$ cat src/rtl/output_requant_buffer_if.sv
// Bus bundle for output_requant_buffer: accumulator input side, requantized FIFO output side
// and status. master = producer/consumer environment, slave = the buffer itself.
interface output_requant_buffer_if #(
  parameter int ACCUMULATION_WIDTH = 32,
  parameter int IO_DATA_WIDTH      = 16,
  parameter int FIFO_DEPTH         = 4,
  parameter int FEATURE_MAP_WIDTH  = 1024,
  parameter int FEATURE_MAP_HEIGHT = 1024,
  parameter int OUTPUT_NB_CHANNELS = 64
);
  localparam int X_W   = (FEATURE_MAP_WIDTH  > 1) ? $clog2(FEATURE_MAP_WIDTH)  : 1;
  localparam int Y_W   = (FEATURE_MAP_HEIGHT > 1) ? $clog2(FEATURE_MAP_HEIGHT) : 1;
  localparam int CH_W  = (OUTPUT_NB_CHANNELS > 1) ? $clog2(OUTPUT_NB_CHANNELS) : 1;
  localparam int CNT_W = $clog2(FIFO_DEPTH) + 1;

  logic signed [ACCUMULATION_WIDTH-1:0] acc_in;
  logic                                 in_valid;
  logic        [X_W-1:0]                in_x;
  logic        [Y_W-1:0]                in_y;
  logic        [CH_W-1:0]               in_ch;
  logic                                 in_ready;
  logic        [4:0]                    shift;
  logic                                 relu_en;

  logic signed [IO_DATA_WIDTH-1:0]      out_data;
  logic        [X_W-1:0]                out_x;
  logic        [Y_W-1:0]                out_y;
  logic        [CH_W-1:0]               out_ch;
  logic                                 out_valid;
  logic                                 out_ready;

  logic        [CNT_W-1:0]              fifo_count;
  logic                                 drop_err;
  logic        [15:0]                   sat_count;

  modport master (
    output acc_in, in_valid, in_x, in_y, in_ch, shift, relu_en, out_ready,
    input  in_ready, out_data, out_x, out_y, out_ch, out_valid,
           fifo_count, drop_err, sat_count
  );

  modport slave (
    input  acc_in, in_valid, in_x, in_y, in_ch, shift, relu_en, out_ready,
    output in_ready, out_data, out_x, out_y, out_ch, out_valid,
           fifo_count, drop_err, sat_count
  );
endinterface

$ cat src/rtl/output_requant_buffer.sv
// Requantizes MAC accumulators (round, arithmetic shift, optional ReLU, saturate) and
// buffers the results with their pixel coordinates in a small FIFO.
module output_requant_buffer #(
  parameter int ACCUMULATION_WIDTH = 32,
  parameter int IO_DATA_WIDTH      = 16,
  parameter int FIFO_DEPTH         = 4,
  parameter int FEATURE_MAP_WIDTH  = 1024,
  parameter int FEATURE_MAP_HEIGHT = 1024,
  parameter int OUTPUT_NB_CHANNELS = 64
) (
  input logic                      clk,
  input logic                      arst_n_in,
  output_requant_buffer_if.slave   bus
);
  localparam int X_W   = (FEATURE_MAP_WIDTH  > 1) ? $clog2(FEATURE_MAP_WIDTH)  : 1;
  localparam int Y_W   = (FEATURE_MAP_HEIGHT > 1) ? $clog2(FEATURE_MAP_HEIGHT) : 1;
  localparam int CH_W  = (OUTPUT_NB_CHANNELS > 1) ? $clog2(OUTPUT_NB_CHANNELS) : 1;
  localparam int PTR_W = $clog2(FIFO_DEPTH);
  localparam int CNT_W = PTR_W + 1;
  localparam int SUM_W = ACCUMULATION_WIDTH + 1;

  // Output range expressed at sum width so comparisons stay signed and exact.
  localparam logic signed [SUM_W-1:0] OUT_MAX =
    {{(SUM_W-IO_DATA_WIDTH+1){1'b0}}, {(IO_DATA_WIDTH-1){1'b1}}};
  localparam logic signed [SUM_W-1:0] OUT_MIN =
    {{(SUM_W-IO_DATA_WIDTH+1){1'b1}}, {(IO_DATA_WIDTH-1){1'b0}}};

  typedef struct packed {
    logic signed [IO_DATA_WIDTH-1:0] data;
    logic        [X_W-1:0]           x;
    logic        [Y_W-1:0]           y;
    logic        [CH_W-1:0]          ch;
  } entry_t;

  // Requantization datapath
  logic signed [SUM_W-1:0] sum_ext;
  logic signed [SUM_W-1:0] round_add;
  logic signed [SUM_W-1:0] sum;
  logic signed [SUM_W-1:0] shifted;
  logic signed [SUM_W-1:0] relu_val;
  logic signed [SUM_W-1:0] clamped;
  logic                    sat_hit;
  entry_t                  entry_d;

  // FIFO state
  entry_t                  mem_q [FIFO_DEPTH];
  entry_t                  head;
  logic [PTR_W-1:0]        wr_ptr_q, wr_ptr_d;
  logic [PTR_W-1:0]        rd_ptr_q, rd_ptr_d;
  logic [CNT_W-1:0]        count_q, count_d;
  logic                    drop_err_q, drop_err_d;
  logic [15:0]             sat_count_q, sat_count_d;
  logic                    in_ready;
  logic                    out_valid;
  logic                    push;
  logic                    pop;

  // NOTE: always_comb uses blocking '=' so each intermediate is visible to the next line
  // in the same evaluation; clocked state below uses '<=' so all flops update together.
  always_comb begin
    sum_ext   = {bus.acc_in[ACCUMULATION_WIDTH-1], bus.acc_in};
    round_add = (bus.shift == 5'd0) ? '0 : (SUM_W'(1) << (bus.shift - 5'd1));
    sum       = sum_ext + round_add;
    shifted   = sum >>> bus.shift;
    relu_val  = (bus.relu_en && shifted[SUM_W-1]) ? '0 : shifted;
    sat_hit   = 1'b0;
    if (relu_val > OUT_MAX) begin
      clamped = OUT_MAX;
      sat_hit = 1'b1;
    end else if (relu_val < OUT_MIN) begin
      clamped = OUT_MIN;
      sat_hit = 1'b1;
    end else begin
      clamped = relu_val;
    end
    entry_d.data = clamped[IO_DATA_WIDTH-1:0];
    entry_d.x    = bus.in_x;
    entry_d.y    = bus.in_y;
    entry_d.ch   = bus.in_ch;
  end

  // NOTE: every signal gets a default at the top of the block so no path leaves it
  // unassigned; that is what keeps the next-state logic free of inferred latches.
  always_comb begin
    in_ready    = (count_q < CNT_W'(FIFO_DEPTH));
    out_valid   = (count_q != '0);
    push        = bus.in_valid && in_ready;
    pop         = out_valid && bus.out_ready;
    wr_ptr_d    = wr_ptr_q;
    rd_ptr_d    = rd_ptr_q;
    count_d     = count_q;
    drop_err_d  = drop_err_q;
    sat_count_d = sat_count_q;

    // Depth is a power of two, so the natural pointer overflow is the wrap to 0.
    if (push) wr_ptr_d = wr_ptr_q + PTR_W'(1);
    if (pop)  rd_ptr_d = rd_ptr_q + PTR_W'(1);

    if (push && !pop)      count_d = count_q + CNT_W'(1);
    else if (pop && !push) count_d = count_q - CNT_W'(1);

    if (bus.in_valid && !in_ready) drop_err_d = 1'b1;

    if (push && sat_hit && (sat_count_q != 16'hFFFF)) sat_count_d = sat_count_q + 16'd1;
  end

  always_ff @(posedge clk) begin
    if (!arst_n_in) begin
      wr_ptr_q    <= '0;
      rd_ptr_q    <= '0;
      count_q     <= '0;
      drop_err_q  <= 1'b0;
      sat_count_q <= '0;
    end else begin
      wr_ptr_q    <= wr_ptr_d;
      rd_ptr_q    <= rd_ptr_d;
      count_q     <= count_d;
      drop_err_q  <= drop_err_d;
      sat_count_q <= sat_count_d;
    end
  end

  // NOTE: the storage array is deliberately not reset; occupancy is tracked by count_q and
  // the outputs are forced to zero while empty, so stale contents are never observable.
  always_ff @(posedge clk) begin
    if (arst_n_in && push) mem_q[wr_ptr_q] <= entry_d;
  end

  always_comb begin
    head         = mem_q[rd_ptr_q];
    bus.in_ready = in_ready;
    bus.out_valid = out_valid;
    bus.out_data = out_valid ? head.data : '0;
    bus.out_x    = out_valid ? head.x    : '0;
    bus.out_y    = out_valid ? head.y    : '0;
    bus.out_ch   = out_valid ? head.ch   : '0;
    bus.fifo_count = count_q;
    bus.drop_err   = drop_err_q;
    bus.sat_count  = sat_count_q;
  end

  a_count_bounded : assert property (@(posedge clk) disable iff (!arst_n_in)
    count_q <= CNT_W'(FIFO_DEPTH));

  a_ptr_consistent : assert property (@(posedge clk) disable iff (!arst_n_in)
    (wr_ptr_q - rd_ptr_q) == count_q[PTR_W-1:0]);

endmodule

$ cat src/flat_wrapper.sv
// flat-port wrapper written by rule: the top's interface ports become plain ports
module output_requant_buffer_flat 
#(
  parameter int ACCUMULATION_WIDTH = 32,
  parameter int IO_DATA_WIDTH      = 16,
  parameter int FIFO_DEPTH         = 4,
  parameter int FEATURE_MAP_WIDTH  = 1024,
  parameter int FEATURE_MAP_HEIGHT = 1024,
  parameter int OUTPUT_NB_CHANNELS = 64
)
  (clk, arst_n_in, bus_acc_in, bus_in_valid, bus_in_x, bus_in_y, bus_in_ch, bus_shift, bus_relu_en, bus_out_ready, bus_in_ready, bus_out_data, bus_out_x, bus_out_y, bus_out_ch, bus_out_valid, bus_fifo_count, bus_drop_err, bus_sat_count);
  output_requant_buffer_if #(.ACCUMULATION_WIDTH(ACCUMULATION_WIDTH), .IO_DATA_WIDTH(IO_DATA_WIDTH), .FIFO_DEPTH(FIFO_DEPTH), .FEATURE_MAP_WIDTH(FEATURE_MAP_WIDTH), .FEATURE_MAP_HEIGHT(FEATURE_MAP_HEIGHT), .OUTPUT_NB_CHANNELS(OUTPUT_NB_CHANNELS)) bus_i ();
  input logic clk;
  input logic arst_n_in;
  input wire logic [$bits(bus_i.acc_in)-1:0] bus_acc_in;
  input wire logic [$bits(bus_i.in_valid)-1:0] bus_in_valid;
  input wire logic [$bits(bus_i.in_x)-1:0] bus_in_x;
  input wire logic [$bits(bus_i.in_y)-1:0] bus_in_y;
  input wire logic [$bits(bus_i.in_ch)-1:0] bus_in_ch;
  input wire logic [$bits(bus_i.shift)-1:0] bus_shift;
  input wire logic [$bits(bus_i.relu_en)-1:0] bus_relu_en;
  input wire logic [$bits(bus_i.out_ready)-1:0] bus_out_ready;
  output wire logic [$bits(bus_i.in_ready)-1:0] bus_in_ready;
  output wire logic [$bits(bus_i.out_data)-1:0] bus_out_data;
  output wire logic [$bits(bus_i.out_x)-1:0] bus_out_x;
  output wire logic [$bits(bus_i.out_y)-1:0] bus_out_y;
  output wire logic [$bits(bus_i.out_ch)-1:0] bus_out_ch;
  output wire logic [$bits(bus_i.out_valid)-1:0] bus_out_valid;
  output wire logic [$bits(bus_i.fifo_count)-1:0] bus_fifo_count;
  output wire logic [$bits(bus_i.drop_err)-1:0] bus_drop_err;
  output wire logic [$bits(bus_i.sat_count)-1:0] bus_sat_count;
  assign bus_i.acc_in = bus_acc_in;
  assign bus_i.in_valid = bus_in_valid;
  assign bus_i.in_x = bus_in_x;
  assign bus_i.in_y = bus_in_y;
  assign bus_i.in_ch = bus_in_ch;
  assign bus_i.shift = bus_shift;
  assign bus_i.relu_en = bus_relu_en;
  assign bus_i.out_ready = bus_out_ready;
  assign bus_in_ready = bus_i.in_ready;
  assign bus_out_data = bus_i.out_data;
  assign bus_out_x = bus_i.out_x;
  assign bus_out_y = bus_i.out_y;
  assign bus_out_ch = bus_i.out_ch;
  assign bus_out_valid = bus_i.out_valid;
  assign bus_fifo_count = bus_i.fifo_count;
  assign bus_drop_err = bus_i.drop_err;
  assign bus_sat_count = bus_i.sat_count;
  output_requant_buffer #(.ACCUMULATION_WIDTH(ACCUMULATION_WIDTH), .IO_DATA_WIDTH(IO_DATA_WIDTH), .FIFO_DEPTH(FIFO_DEPTH), .FEATURE_MAP_WIDTH(FEATURE_MAP_WIDTH), .FEATURE_MAP_HEIGHT(FEATURE_MAP_HEIGHT), .OUTPUT_NB_CHANNELS(OUTPUT_NB_CHANNELS)) u_core (.clk(clk), .arst_n_in(arst_n_in), .bus(bus_i));
endmodule
$ cat config.mk
export PLATFORM = sky130hd
export DESIGN_NAME = output_requant_buffer_flat
export DESIGN_NICKNAME = d
export VERILOG_FILES = /design/src/rtl/output_requant_buffer_if.sv /design/src/rtl/output_requant_buffer.sv /design/src/flat_wrapper.sv
export SDC_FILE = /design/constraint.sdc
export NUM_CORES = 1
export LEC_CHECK = 0
export BUFFER_PORTS_ARGS = -buffer_cell sky130_fd_sc_hd__buf_2
export CORE_ASPECT_RATIO = 1.75
export CORE_MARGIN = 1
export CORE_UTILIZATION = 35
export CTS_CLUSTER_DIAMETER = 80
export DETAILED_ROUTE_END_ITERATION = 10
export SETUP_SLACK_MARGIN = 0.2
export SYNTH_ARGS = -nofsm -noshare
export SYNTH_HDL_FRONTEND = slang
export SYNTH_SLANG_ARGS = --single-unit
$ cat constraint.sdc
create_clock -name clk -period 16.2 [get_ports clk]
set_input_delay 4.05 -clock clk [delete_from_list [all_inputs] [get_ports clk]]
set_output_delay 4.05 -clock clk [all_outputs]
set_load 0.05 [all_outputs]
# [Word level (Yosys, flattened, before mapping)]
# Memories as Yosys holds them, arrays and structs flattened. A register that Yosys moved wholly into a read port is not among the register bits.
# Cells that the tools add are included.
[totals] register_bits=24 mem_bits_rw=168 in_bits=68 out_inout_bits=64 word_cells=50 mem_count=1
[classes] addsub=7 order_cmp=3 eq_ne=1 shift=2 mux=16 reduce_logical=15
[memory_table] name="u_core.mem_q" depth=4 width=42 read_ports=1 rd_ports_with_merged_regs=1 write_ports=1 line_no="output_requant_buffer.sv:46" rtl="entry_t mem_q [FIFO_DEPTH];"
[op_table] op="2-to-1 mux 33 bit" n=2
[op_table] op="2-to-1 mux 16 bit" n=3
[op_table] op="adder 32 x 33 -> 33 bit" n=1
[op_table] op="greater-than comparator 33 x 16 -> 1 bit, second input constant" n=1
[op_table] op="< comparator 33 x 16 -> 1 bit, second input constant" n=1
[op_table] op="<< shifter 1 x 5 -> 33 bit, first input constant" n=1
[op_table] op=">>> shifter 33 x 5 -> 33 bit" n=1
[op_table] op="2-to-1 mux 10 bit" n=2
[op_table] op="adder 16 x 1 -> 16 bit, second input constant" n=1
[op_table] op="!= test 16 bit, second input constant" n=1
[op_table] op="logical AND 1 bit" n=9
[op_table] op="2-to-1 mux 3 bit" n=2
[op_table] op="2-to-1 mux 6 bit" n=1
[op_table] op="zero test 5 bit" n=1
[op_table] op="subtractor 5 x 1 -> 5 bit, second input constant" n=1
[op_table] op="adder 2 x 1 -> 2 bit, second input constant" n=2
[op_table] op="2-to-1 mux 1 bit" n=4
[op_table] op="2-to-1 mux 2 bit" n=2
[op_table] op="adder 3 x 1 -> 3 bit, second input constant" n=1
[op_table] op="zero test 1 bit" n=3
[op_table] op="< comparator 3 bit, second input constant" n=1
[op_table] op="nonzero test 3 bit" n=1
[op_table] op="subtractor 3 x 1 -> 3 bit, second input constant" n=1
[op_table] op="nonzero test 2 bit" n=1

# [Depth between registers and ports, before layout]
# Gate-level depths: netlist of the first run.
[depth] depth_word=12 mapped_depth=23 ltp_nobuf=19

# [Least setup slack after synthesis of the first run]
# No wires, ideal clock.
[synth_timing] kind="input port to flip-flop" start="input bus_shift[2]" end="memory u_core.mem_q[0][29] (netlist name) (data pin)" setup_time_ns=0.175 arrival_ns=9.154 t_required_ns=16.025 path_slack_ns=6.871 stages=22 path_buffers=5 path_cell_list="clkbuf_1 clkinv_1 clkbuf_1 clkbuf_1 clkbuf_1 nand3_1 nor2_1 ha_1 a21oi_1 o21ai_0 a21o_1 o21ai_0 mux2i_1 nor4_1 a2111o_1 o31a_1 nor4_1 nand4_1 o311ai_4 buf_6 nand2_1 o21ai_1"
[synth_via] elab_chain_len=10 word_cells_on_any_way=12
[synth_lines] item="start: declaration" line_no="flat_wrapper.sv:20" rtl="input wire logic [$bits(bus_i.shift)-1:0] bus_shift;"
[synth_lines] item="subtractor 5 x 1 -> 5 bit" line_no="output_requant_buffer.sv:62" rtl="round_add = (bus.shift == 5'd0) ? '0 : (SUM_W'(1) << (bus.shift - 5'd1));"
[synth_lines] item="<< shifter 1 x 5 -> 33 bit" line_no="output_requant_buffer.sv:62"
[synth_lines] item="2-to-1 mux 33 bit" line_no="output_requant_buffer.sv:62"
[synth_lines] item="adder 32 x 33 -> 33 bit" line_no="output_requant_buffer.sv:63" rtl="sum = sum_ext + round_add;"
[synth_lines] item=">>> shifter 33 x 5 -> 33 bit (*)" line_no="output_requant_buffer.sv:64" rtl="shifted = sum >>> bus.shift;"
[synth_lines] item="logical AND 1 bit" line_no="output_requant_buffer.sv:65" rtl="relu_val = (bus.relu_en && shifted[SUM_W-1]) ? '0 : shifted;"
[synth_lines] item="2-to-1 mux 33 bit (*)" line_no="output_requant_buffer.sv:65"
[synth_lines] item="< comparator 33 x 16 -> 1 bit" line_no="output_requant_buffer.sv:70" rtl="end else if (relu_val < OUT_MIN) begin"
[synth_lines] item="2-to-1 mux 16 bit" line_no="output_requant_buffer.sv:70"
[synth_lines] item="2-to-1 mux 16 bit (*)" line_no="output_requant_buffer.sv:67" rtl="if (relu_val > OUT_MAX) begin"
[synth_lines] item="via u_core.clamped[3]" line_no="output_requant_buffer.sv:41" rtl="logic signed [SUM_W-1:0] clamped;"
[synth_lines] item="end: declaration" line_no="output_requant_buffer.sv:46"
# The timed path passes the listed nets; every way through them passes the cells marked *.

# [Final worst setup path of the first run]
[layout_timing] start="input bus_shift[2]" end="memory u_core.mem_q[2][29] (netlist name) (data pin)"
# The elaborated chain is that of the path after synthesis.

==> results by group, run 1 <==
STA
  • Final Max Tran Viols: 0
  • Fin. Hold Viols: 0
  • Relative slew slack: 0.270
  • Tcrit/Tclk final: 0.677
  • Slew @ Worst Pin: 1090 ps
  • Setup TNS: 0 ps
  • Final Setup Violations: 0
  • Hold Slack: about 490 ps
  • RSZ-0062 raised after global routing: false
  • Clk_skew: approximately 5.0 ps
  • Final Critical Period: around 11000 ps
  • FMAX: a little over 90 MHz

Place
  • PortBufs: around 130
  • Placer Congestion: slightly below 1
  • HPWL Detailed: roughly 29000 um

Floorplan
  • Die Footprint: 37600 um^2
  • Initial core utilization: 0.356
  • Core ar.: 36100 um^2
  • Die span in x: about 150 um
  • Io pins: roughly 130
  • Die Y: between 200 and 300 um
  • Row cnt: 92

Clock tree
  • Clock root buffer: clkbuf_16
  • Clk slew on worst S/H paths: about 70 ps
  • Post_cts resized: 0
  • Post-CTS Setup Bufs: 0
  • Max Buffers Root-to-Sink: 2
  • Clk sinks: 194
  • Clk_lat worst skew: 430 ps
  • H-tree levels: 4
  • Num CTS Buffers: 17
  • Post-CTS Hold Buffers: 0
  • CTS tree: done

Yosys
  • Synth top area share: 0.392
  • Top-count cell post-synth: edfxtp_1
  • Syn Area/Cell: between 10 and 15 um^2
  • Async set-reset flop share out of synthesis: 0
  • Yosys reg bits: slightly below 200
  • Cells after synthesis: 1256
  • Dominant cells by area after synthesis: edfxtp_1 39%, mux4_2 8.7%, mux2i_1 4.1%
  • Synth area leader: edfxtp_1
  • Ys Warns: 0
  • Net Count, Synth: approximately 1400
  • Post-synth EDFFs: 168
  • Most used DFF post-synth: edfxtp_1
  • Top cells by count, synth: 168 x edfxtp_1, 125 x nand2_1, 112 x nor2_1
  • Count of cell types in the netlist: 88
  • Seq/Total Area, Yosys: 0.432
  • Syn Std Cell Area: around 13000 um^2

Route
  • Remaining antenna violation count after routing: 0
  • DRT Wirelength: roughly 40000 um
  • # DRC: 0
  • WL met1: between 10000 and 15000 um
  • Top Metal Used: met4
  • Metal3 WL: 1730 um
  • Met2 wire len: 20900 um
  • Drt via density: a little under 6
  • Vias: about 11000
  • 1st-pass router iterations: 5
  • Routed len/inst: roughly 21 um
  • Initial drt markers: about 850

Power and ir drop
  • Cell internal pwr: 0.00100 W
  • Worst vdd ir: between 0.06 and 0.07 mV
  • Sw Pwr: a little under 0.0007 W
  • Comb power frac: 0.405
  • Seq pwr share: 0.355
  • Sw Ratio: 0.402
  • P_leak: between 5 and 6 nW
  • Clk pwr share: 0.240
  • Cell Pwr Density: around 120 nW/um^2

Run status
  • Status: complete, no violations

Critical path
  • Crit path kind: in2reg
  • WP data arrival: roughly 11000 ps
  • Reg2Reg Depth: 8
  • Crit start category: input port
  • CP required: 16430 ps
  • Crit Path Max Fanout: 45
  • CP endpoint kind: register

GRT
  • All-Layer GR Usage: 0.210
  • Initial antenna violation count: 1
  • Vias in the first global route: ~11000
  • Grt ovf: 0
  • First-pass GRT wire length: slightly above 60000 um
  • Largest net degree at the start of global routing: 46

Min path
  • Worst hold path type: reg2reg
  • Hold path cells: 2

Finish
  • Nets: ~1500
  • Synthesis-to-finish area growth: 12.8%
  • Layout cells sized above 1: 0.192

Job
  • Max-capacitance violation count: 0
## per-layer routing
metal / up-vias / GRT usage
met3: 136 / 0.0258
met2: 425 / 0.390
met1: 5109 / 0.218
li1: 5001 / -
met5: - / 0
met4: 0 / 0.138
## per-stage QoR
step | worst slack (ps) | area (um^2) | utilization | cells | total power (W)
final | 5230 | 14500 | 0.402 | 1828 | 0.00168
after global routing | 4860 | 14500 | 0.402 | 1828 | 0.00175
after CTS | 5600 | 14500 | 0.402 | 1827 | 0.00170
after detailed placement | 5150 | 13900 | 0.386 | 1795 | 0.00129
after global placement | 5180 | 13900 | 0.386 | 1795 | 0.00129
after floorplan | 6870 | 12900 | - | 1256 | 0.00113
## final cells by class
| class | count | area, um^2 |
|---|---|---|
| fillers | 3597 | 21600 |
| multi-input cells | 963 | 6920 |
| clock buffers | 17 | 425 |
| inverters | 17 | 63.8 |
| repair buffers | 151 | 806 |
| well taps | 470 | 588 |
| clock inverters | 15 | 159 |
| flip-flops and latches | 194 | 5570 |
| diodes | 1 | 2.50 |
## cells by family after synthesis
family | Yosys count | share of synthesized area
simple gates | 462 | 0.176
compound gates | 332 | 0.174
flops | 194 | 0.432
mux | 105 | 0.130
buf+inv | 99 | 0.0311
fa+ha+maj | 40 | 0.0400
xor+xnor | 23 | 0.0156
other cells | 1 | 0.000291
## power groups by stage
stage | Sequential [W] | Combinational [W] | Clock (W)
floorplan | 0.000616 | 0.000512 | 0
global placement | 0.000605 | 0.000683 | 0
detailed placement | 0.000607 | 0.000687 | 0
CTS | 0.000596 | 0.000688 | 0.000413
global route | 0.000599 | 0.000727 | 0.000428
finish | 0.000595 | 0.000680 | 0.000402
## worst paths after layout
check                           startpoint                        to  slack [ps]
setup reg to reg  u_core.bus.fifo_count[2]  u_core.bus.fifo_count[2]       13390
setup / recovery              bus_shift[2]       u_core.mem_q[2][29]        5230
hold reg to reg    u_core.bus.sat_count[4]   u_core.bus.sat_count[4]         490
hold / removal     u_core.bus.sat_count[4]   u_core.bus.sat_count[4]         490
## cell usage in the layout, fill, tap and decap left out, drive strengths merged, types with 9 or more instances in the layout
cell type  count
xnor2         14
inv           23
nor2         113
o21a          16
a21boi        16
a211oi        29
xor2           9
or3            9
nand2        125
dfxtp         26
mux2i         53
edfxtp       168
a21oi         82
nand2b        19
a21o          18
o211ai        28
and2          60
o21ai         61
nor4          14
clkbuf        17
nor3          25
nand4         26
mux4          50
a31oi         11
ha            38
and3          13
buf          151
nand3         32
## state kept, by name, summed over array words and instances (netlist names), named ones only
register and count:
u_core.mem_q 168, u_core.rd_ptr_q 2, u_core.bus.drop_err 1, u_core.bus.fifo_count 3
u_core.bus.sat_count 16, u_core.wr_ptr_q 2
## critical path, stage by stage
cell and delay [ps]:
buf_2 100, buf_4 440, clkinv_1 480, buf_4 380
nor2_1 180, nand2_1 140, nor2_1 150, ha_1 390
nand3_1 180, or3_1 470, or3_1 420, a211o_1 330
o21ai_2 210, nor3_2 150, a222oi_1 800, o311ai_1 460
nor4_1 410, nand4_1 240, o311ai_4 320, buf_4 330
nand2_1 190, o21ai_1 300
Note: power is estimated with default switching activity, not from simulation.
==> run 2, diff against run 1 <==
--- a/config.mk
+++ b/config.mk
@@ -5,6 +5,7 @@
 export SDC_FILE = /design/constraint.sdc
 export NUM_CORES = 1
 export LEC_CHECK = 0
+export ABC_AREA = 1
 export BUFFER_PORTS_ARGS = -buffer_cell sky130_fd_sc_hd__buf_2
 export CORE_ASPECT_RATIO = 1.75
 export CORE_MARGIN = 1
==> constraint.sdc (replaced) <==
create_clock -name clk -period 11 [get_ports clk]
set_input_delay 2.75 -clock clk [delete_from_list [all_inputs] [get_ports clk]]
set_output_delay 2.75 -clock clk [all_outputs]
set_load 0.05 [all_outputs]
==> results by group, run 2 <==
GRT
  • All-Layer GR Usage: 0.210 (about the same)
  • Grt ovf: 0 (unchanged)
  • Largest net degree at the start of global routing: 69 (was 46)
  • Vias in the first global route: 12300 (was 10800)
  • Initial antenna violation count: 0 (was 1)
  • First-pass GRT wire length: 63200 um (was 60900 um)

Critical path
  • CP most frequent cell: nand2_1 (was buf_4)
  • Crit Path Max Fanout: 42 (was 45)
  • CP endpoint kind: register (unchanged)
  • CP peak stage delay: 740 ps (was 800 ps)
  • WP data arrival: 8860 ps (was 11210 ps)
  • R2r setup slk: 8520 ps (was 13390 ps)
  • CP required: 11300 ps (was 16430 ps)
  • Crit start category: input port (unchanged)
  • Slowest CP cell: inv_1 (was a222oi_1)
  • Crit path kind: in2reg (unchanged)

Power and ir drop
  • Clk pwr share: 0.241 (was 0.240)
  • Comb power frac: 0.414 (was 0.405)
  • Seq pwr share: 0.345 (was 0.355)
  • Sw Ratio: 0.451 (was 0.402)
  • Cell internal pwr: 0.00140 W (was 0.00100 W)
  • P_leak: 6.80 nW (was 5.29 nW)
  • Worst vdd ir: 0.135 mV (was 0.0623 mV)
  • Cell Pwr Density: 168 nW/um^2 (was 115 nW/um^2)
  • Sw Pwr: 0.00115 W (was 0.000674 W)
  • Pwr Total: 0.00254 W (was 0.00168 W)

Finish
  • Layout cells sized above 1: 0.133 (was 0.192)
  • Most common cell after layout, fill and taps aside: nand2_1 (was edfxtp_1)
  • N_diodes: 0 (was 1)
  • Biggest register: u_core.mem_q (unchanged)
  • Nets: 2095 (was 1452)
  • Commonest cells after routing, fill and taps aside: 497 x nand2_1, 280 x nor2_1, 267 x nand3_1, 188 x inv_1, 168 x edfxtp_1 (was 168 x edfxtp_1, 131 x buf_2, 125 x nand2_1, 112 x nor2_1, 79 x a21oi_1)
  • Max reg flops: 168 (unchanged)
  • Synthesis-to-finish area growth: 12.2% (was 12.8%)

STA
  • Final Critical Period: between 8000 and 9000 ps
  • FMAX: 117 MHz
  • Setup TNS: 0 ps (unchanged)
  • Relative slew slack: 0.213 (was 0.270)
  • Hold Slack: 483 ps (was 487 ps)
  • Tcrit/Tclk final: 0.779
  • RSZ-0062 raised after global routing: false (unchanged)
  • Slew @ Worst Pin: 1180 ps (was 1090 ps)
  • Final Setup Violations: 0 (unchanged)
  • Fin. Hold Viols: 0 (unchanged)
  • Final Max Tran Viols: 0 (unchanged)
  • Clk_skew: 14.5 ps (was 5.03 ps)

Route
  • Remaining antenna violation count after routing: 0 (unchanged)
  • 1st-pass router iterations: 5 (unchanged)
  • Drt via density: 5.11 (was 5.84)
  • Vias: 12700 (was 10700)
  • DRT Wirelength: 40700 um (was 39300 um)
  • Initial drt markers: 698 (was 847)
  • # DRC: 0 (unchanged)
  • Routed len/inst: 16.4 um (was 21.5 um)

Job
  • Max-capacitance violation count: 0 (unchanged)

Yosys
  • Count of cell types in the netlist: 42 (was 88)
  • Most used DFF post-synth: edfxtp_1 (unchanged)
  • Yosys reg bits: 194 (unchanged)
  • Dominant cells by area after synthesis: edfxtp_1 37%, nand2_1 14%, nand3_1 9.9% (was edfxtp_1 39%, mux4_2 8.7%, mux2i_1 4.1%)
  • Net Count, Synth: 2010 (was 1364)
  • Top-count cell post-synth: nand2_1 (was edfxtp_1)
  • Synth area leader: edfxtp_1 (unchanged)
  • Async set-reset flop share out of synthesis: 0 (unchanged)
  • Post-synth EDFFs: 168 (unchanged)
  • Synth top area share: 0.374 (was 0.392)
  • Seq/Total Area, Yosys: 0.412 (was 0.432)
  • Syn Std Cell Area: 13500 um^2 (was 12900 um^2)
  • Top cells by count, synth: 497 x nand2_1, 284 x nor2_1, 267 x nand3_1 (was 168 x edfxtp_1, 125 x nand2_1, 112 x nor2_1)
  • Cells after synthesis: 1902 (was 1256)
  • Ys Warns: 0 (unchanged)
  • Syn Area/Cell: 7.10 um^2 (was 10.3 um^2)

Floorplan
  • Core ar.: 37900 um^2 (was 36100 um^2)
  • Die Footprint: 39400 um^2 (was 37600 um^2)
  • Die span in x: 151 um (was 147 um)
  • Io pins: 132 (unchanged)
  • Row cnt: 94 (was 92)
  • Initial core utilization: 0.357 (was 0.356)
  • Die Y: 262 um (was 256 um)

Clock tree
  • Clk sinks: 194 (unchanged)
  • Num CTS Buffers: 17 (unchanged)
  • Post-CTS Setup Bufs: 0 (unchanged)
  • CTS tree: done (unchanged)
  • H-tree levels: 4 (unchanged)
  • Max Buffers Root-to-Sink: 2 (unchanged)
  • Clock root buffer: clkbuf_16 (unchanged)
  • Clk slew on worst S/H paths: 70 ps (about the same)
  • Post-CTS Hold Buffers: 0 (unchanged)
  • Clk_lat worst skew: 450 ps (was 430 ps)
  • Post_cts resized: 0 (unchanged)

Place
  • Placer Congestion: 0.943 (was 0.991)
  • HPWL Detailed: 30600 um (was 29100 um)
  • PortBufs: 131 (unchanged)

Min path
  • Worst hold path type: reg2reg (unchanged)

Run status
  • Status: complete, no violations (unchanged)
## run 2: final cells by class
cell class	count	area, um^2
clock buffer	17	425
clock inverter	15	181
tap	480	601
multi-input combinational	1422	6850
timing repair buffer	145	761
inverter	207	777
fill	4008	22700
sequential	194	5570
## run 2: cell families after synthesis
group / synth area share
flip-flops: 0.412
other: 0.000278
AO/OA/AOI/OAI: 0.0788
buffers and inverters: 0.0836
AND/OR/NAND/NOR: 0.375
XOR/XNOR: 0.0117
adder cells (fa/ha/maj): 0.0382
## run 2: worst paths after layout
check                            endpoint  cells past startpoint                      from
hold reg to reg                  register                      2        u_core.rd_ptr_q[1]
setup reg to reg      u_core.mem_q[0][24]                      6  u_core.bus.fifo_count[2]
setup / recovery  u_core.bus.sat_count[9]                     36              bus_shift[0]
hold / removal                   register                      2        u_core.rd_ptr_q[1]
## run 2: worst max-delay path, delay by kind of cell
kind                       cells  cell delay (ps)
adders and majority gates      2              590
and+or+nand+nor               25             3360
buffers and inverters          7             1760
AOI/OAI and AO/OA              2              400
## run 2: per-layer routing
layer	wire length (um)	up-vias	part of all wire	GRT usage
met5	0	-	0	0
met4	2100	0	0.052	0.125
met3	1440	94	0.035	0.0219
met2	22500	316	0.55	0.413
met1	14700	5831	0.36	0.206
li1	-	6430	-	-
## run 2: power by group through the flow
stage	clock, W	combinational (W)	sequential [W]
floorplan	0	0.000774	0.000906
global placement	0	0.00105	0.000894
detailed placement	0	0.00106	0.000896
CTS	0.000625	0.00106	0.000879
global route	0.000651	0.00115	0.000884
finish	0.000612	0.00105	0.000879
## run 2: per-stage QoR
step / instances / setup WS, ps / cell area, um^2 / utilization
after floorplan: 1902 / 4090 / 13500 / -
after global placement: 2448 / 2110 / 14600 / 0.384
after detailed placement: 2448 / 1990 / 14600 / 0.384
after CTS: 2480 / 2480 / 15200 / 0.400
after global routing: 2480 / 1740 / 15200 / 0.400
final: 2480 / 2430 / 15200 / 0.400
==> run 3, diff against run 2 <==
==> constraint.sdc (replaced) <==
create_clock -name clk -period 7.9 [get_ports clk]
set_input_delay 1.975 -clock clk [delete_from_list [all_inputs] [get_ports clk]]
set_output_delay 1.975 -clock clk [all_outputs]
set_load 0.05 [all_outputs]
==> results by group, run 3 (synthesis gave the netlist of run 2 again) <==
Route
  • Remaining antenna violation count after routing: 0 (unchanged)
  • # DRC: 0 (unchanged)
  • Initial drt markers: 700 (was 698)
  • Routed len/inst: 16.6 um (was 16.4 um)
  • Vias: 12700 (about the same)
  • 1st-pass router iterations: 7 (was 5)
  • Drt via density: 5.11 (about the same)
  • DRT Wirelength: 41300 um (was 40700 um)

Place
  • Dpl cells: 2452 (was 2448)
  • Placer Congestion: 0.943 (about the same)
  • HPWL Detailed: 31400 um (was 30600 um)
  • PortBufs: 131 (unchanged)

Floorplan
  • Core ar.: 37900 um^2 (unchanged)
  • Row cnt: 94 (unchanged)
  • Die Y: 262 um (unchanged)
  • Die Footprint: 39400 um^2 (unchanged)
  • Initial core utilization: 0.357 (unchanged)
  • Io pins: 132 (unchanged)
  • Die span in x: 151 um (unchanged)

GRT
  • All-Layer GR Usage: 0.215 (was 0.210)
  • Vias in the first global route: 12500 (was 12300)
  • Grt ovf: 0 (unchanged)
  • First-pass GRT wire length: 64400 um (was 63200 um)
  • Initial antenna violation count: 0 (unchanged)
  • Largest net degree at the start of global routing: 53 (was 69)

Critical path
  • CP endpoint kind: register (unchanged)
  • Worst reg2reg path endpoint: u_core.mem_q[2][28] (was u_core.mem_q[0][24])
  • Crit path kind: in2reg (unchanged)
  • Crit Path Max Fanout: 37 (was 42)
  • WP data arrival: 7200 ps (was 8860 ps)
  • CP required: 8200 ps (was 11300 ps)
  • Slowest CP cell: fa_1 (was inv_1)
  • R2r setup slk: 5400 ps (was 8520 ps)
  • Reg2Reg Depth: 6 (unchanged)
  • Crit. Startpoint: bus_shift[1] (was bus_shift[0])
  • Worst r2r src: u_core.bus.fifo_count[2] (unchanged)
  • Crit start category: input port (unchanged)
  • CP most frequent cell: nand2_1 (unchanged)
  • CP peak stage delay: 400 ps (was 740 ps)
  • CP endpoint: u_core.bus.sat_count[13] (was u_core.bus.sat_count[9])

Min path
  • Worst hold path type: reg2reg (unchanged)

STA
  • Final Max Tran Viols: 0 (unchanged)
  • Setup TNS: 0 ps (unchanged)
  • FMAX: 145 MHz
  • Clk_skew: 9.71 ps (was 14.5 ps)
  • Tcrit/Tclk final: 0.873
  • Final Critical Period: a little under 7000 ps
  • Relative slew slack: 0.471 (was 0.213)
  • RSZ-0062 raised after global routing: false (unchanged)
  • Slew @ Worst Pin: 787 ps (was 1180 ps)
  • Final Setup Violations: 0 (unchanged)
  • Fin. Hold Viols: 0 (unchanged)

Clock tree
  • H-tree levels: 4 (unchanged)
  • Post-CTS Setup Bufs: 0 (unchanged)
  • Clock root buffer: clkbuf_16 (unchanged)
  • CTS tree: done (unchanged)
  • Max Buffers Root-to-Sink: 2 (unchanged)
  • Post-CTS Hold Buffers: 0 (unchanged)
  • Post_cts resized: 0 (unchanged)
  • Clk_lat worst skew: 440 ps (was 450 ps)
  • Num CTS Buffers: 17 (unchanged)
  • Clk sinks: 194 (unchanged)
  • Clk slew on worst S/H paths: 70 ps (about the same)

Power and ir drop
  • Cell Pwr Density: 232 nW/um^2 (was 168 nW/um^2)
  • P_leak: 6.81 nW (was 6.80 nW)
  • Worst vdd ir: 0.150 mV (was 0.135 mV)

Finish
  • Layout cells sized above 1: 0.135 (was 0.133)
  • Commonest cells after routing, fill and taps aside: 497 x nand2_1, 280 x nor2_1, 267 x nand3_1, 188 x inv_1, 168 x edfxtp_1 (unchanged)
  • Fin cells: 2484 (was 2480)
  • Register area: 5570 um^2 (unchanged)
  • N_diodes: 0 (unchanged)
  • Biggest register: u_core.mem_q (unchanged)
  • Nets: 2099 (was 2095)
  • Most common cell after layout, fill and taps aside: nand2_1 (unchanged)
  • Synthesis-to-finish area growth: 12.3% (was 12.2%)
  • Max reg flops: 168 (unchanged)
  • Fillers: 3982 (was 4008)
  • Area of the multi-input gates: 6850 um^2 (unchanged)

Run status
  • Status: complete, no violations (unchanged)

Job
  • Max-capacitance violation count: 0 (unchanged)
[run 3: changes by cell type in the layout (fill, tap and decap cells not counted)]
cell	delta
buf_4	+4
clkinv_4	+2
clkinv_8	-2
clkinvlp_4	+1
inv_12	-1
inv_6	-1
inv_8	+1
[run 3: cell type report]
class	count	area share
inverters	207	0.0512
well taps	480	0.0396
clock buffers	17	0.0280
multi-input cells	1422	0.451
clock inverters	15	0.0106
flip-flops and latches	194	0.367
repair buffers	149	0.0521
[run 3: metal layers]
layer  wire length, um  up-vias  share of wire  GRT usage
li1                  -     6422              -          -
met1             14400     5784           0.35      0.201
met2             22700      353           0.55      0.425
met3              1400      126          0.034     0.0208
met4              2760        0          0.067      0.150
met5                 0        -              0          0
[run 3: how the worst min path moves through the flow]
stage / end / depth (start not counted) / slack (ps) / startpoint
after floorplan: register / 2 / 440 / u_core.rd_ptr_q[1]
after global placement: u_core.rd_ptr_q[1] / 2 / 450 / u_core.rd_ptr_q[1]
after detailed placement: u_core.rd_ptr_q[1] / 2 / 450 / u_core.rd_ptr_q[1]
after CTS: u_core.rd_ptr_q[1] / 2 / 460 / u_core.rd_ptr_q[1]
after global routing: u_core.rd_ptr_q[1] / 2 / 490 / u_core.rd_ptr_q[1]
final: u_core.rd_ptr_q[1] / 2 / 460 / u_core.rd_ptr_q[1]
[run 3: critical path, delay by kind of cell]
family | cells | cell delay (ps)
AOI/OAI and AO/OA | 1 | 60
buffers and inverters | 4 | 600
and+or+nand+nor | 32 | 3990
adders and majority gates | 2 | 590
[run 3: stage by stage]
| stage | hold WS, ps | instance area, um^2 | setup slack [ps] | util | power [W] |
|---|---|---|---|---|---|
| 6_report | 462 | 15200 | 1000 | 0.401 | 0.00352 |
| 2_1_floorplan | 436 | 13500 | 1770 | - | 0.00234 |
| 4_1_cts | 464 | 15200 | 1070 | 0.401 | 0.00355 |
| 3_5_place_dp | 452 | 14600 | 618 | 0.385 | 0.00273 |
| 5_1_grt | 491 | 15200 | 315 | 0.401 | 0.00372 |
| 3_3_place_gp | 447 | 14600 | 680 | 0.385 | 0.00271 |
[run 3: power breakdown]
part / total [W] / switching [W] / internal (W)
Sequential: 0.00123 / 0.0000445 / 0.00119
Clock: 0.000834 / 0.000412 / 0.000423
Combinational: 0.00146 / 0.00113 / 0.000328
Total: 0.00352 / 0.00159 / 0.00194
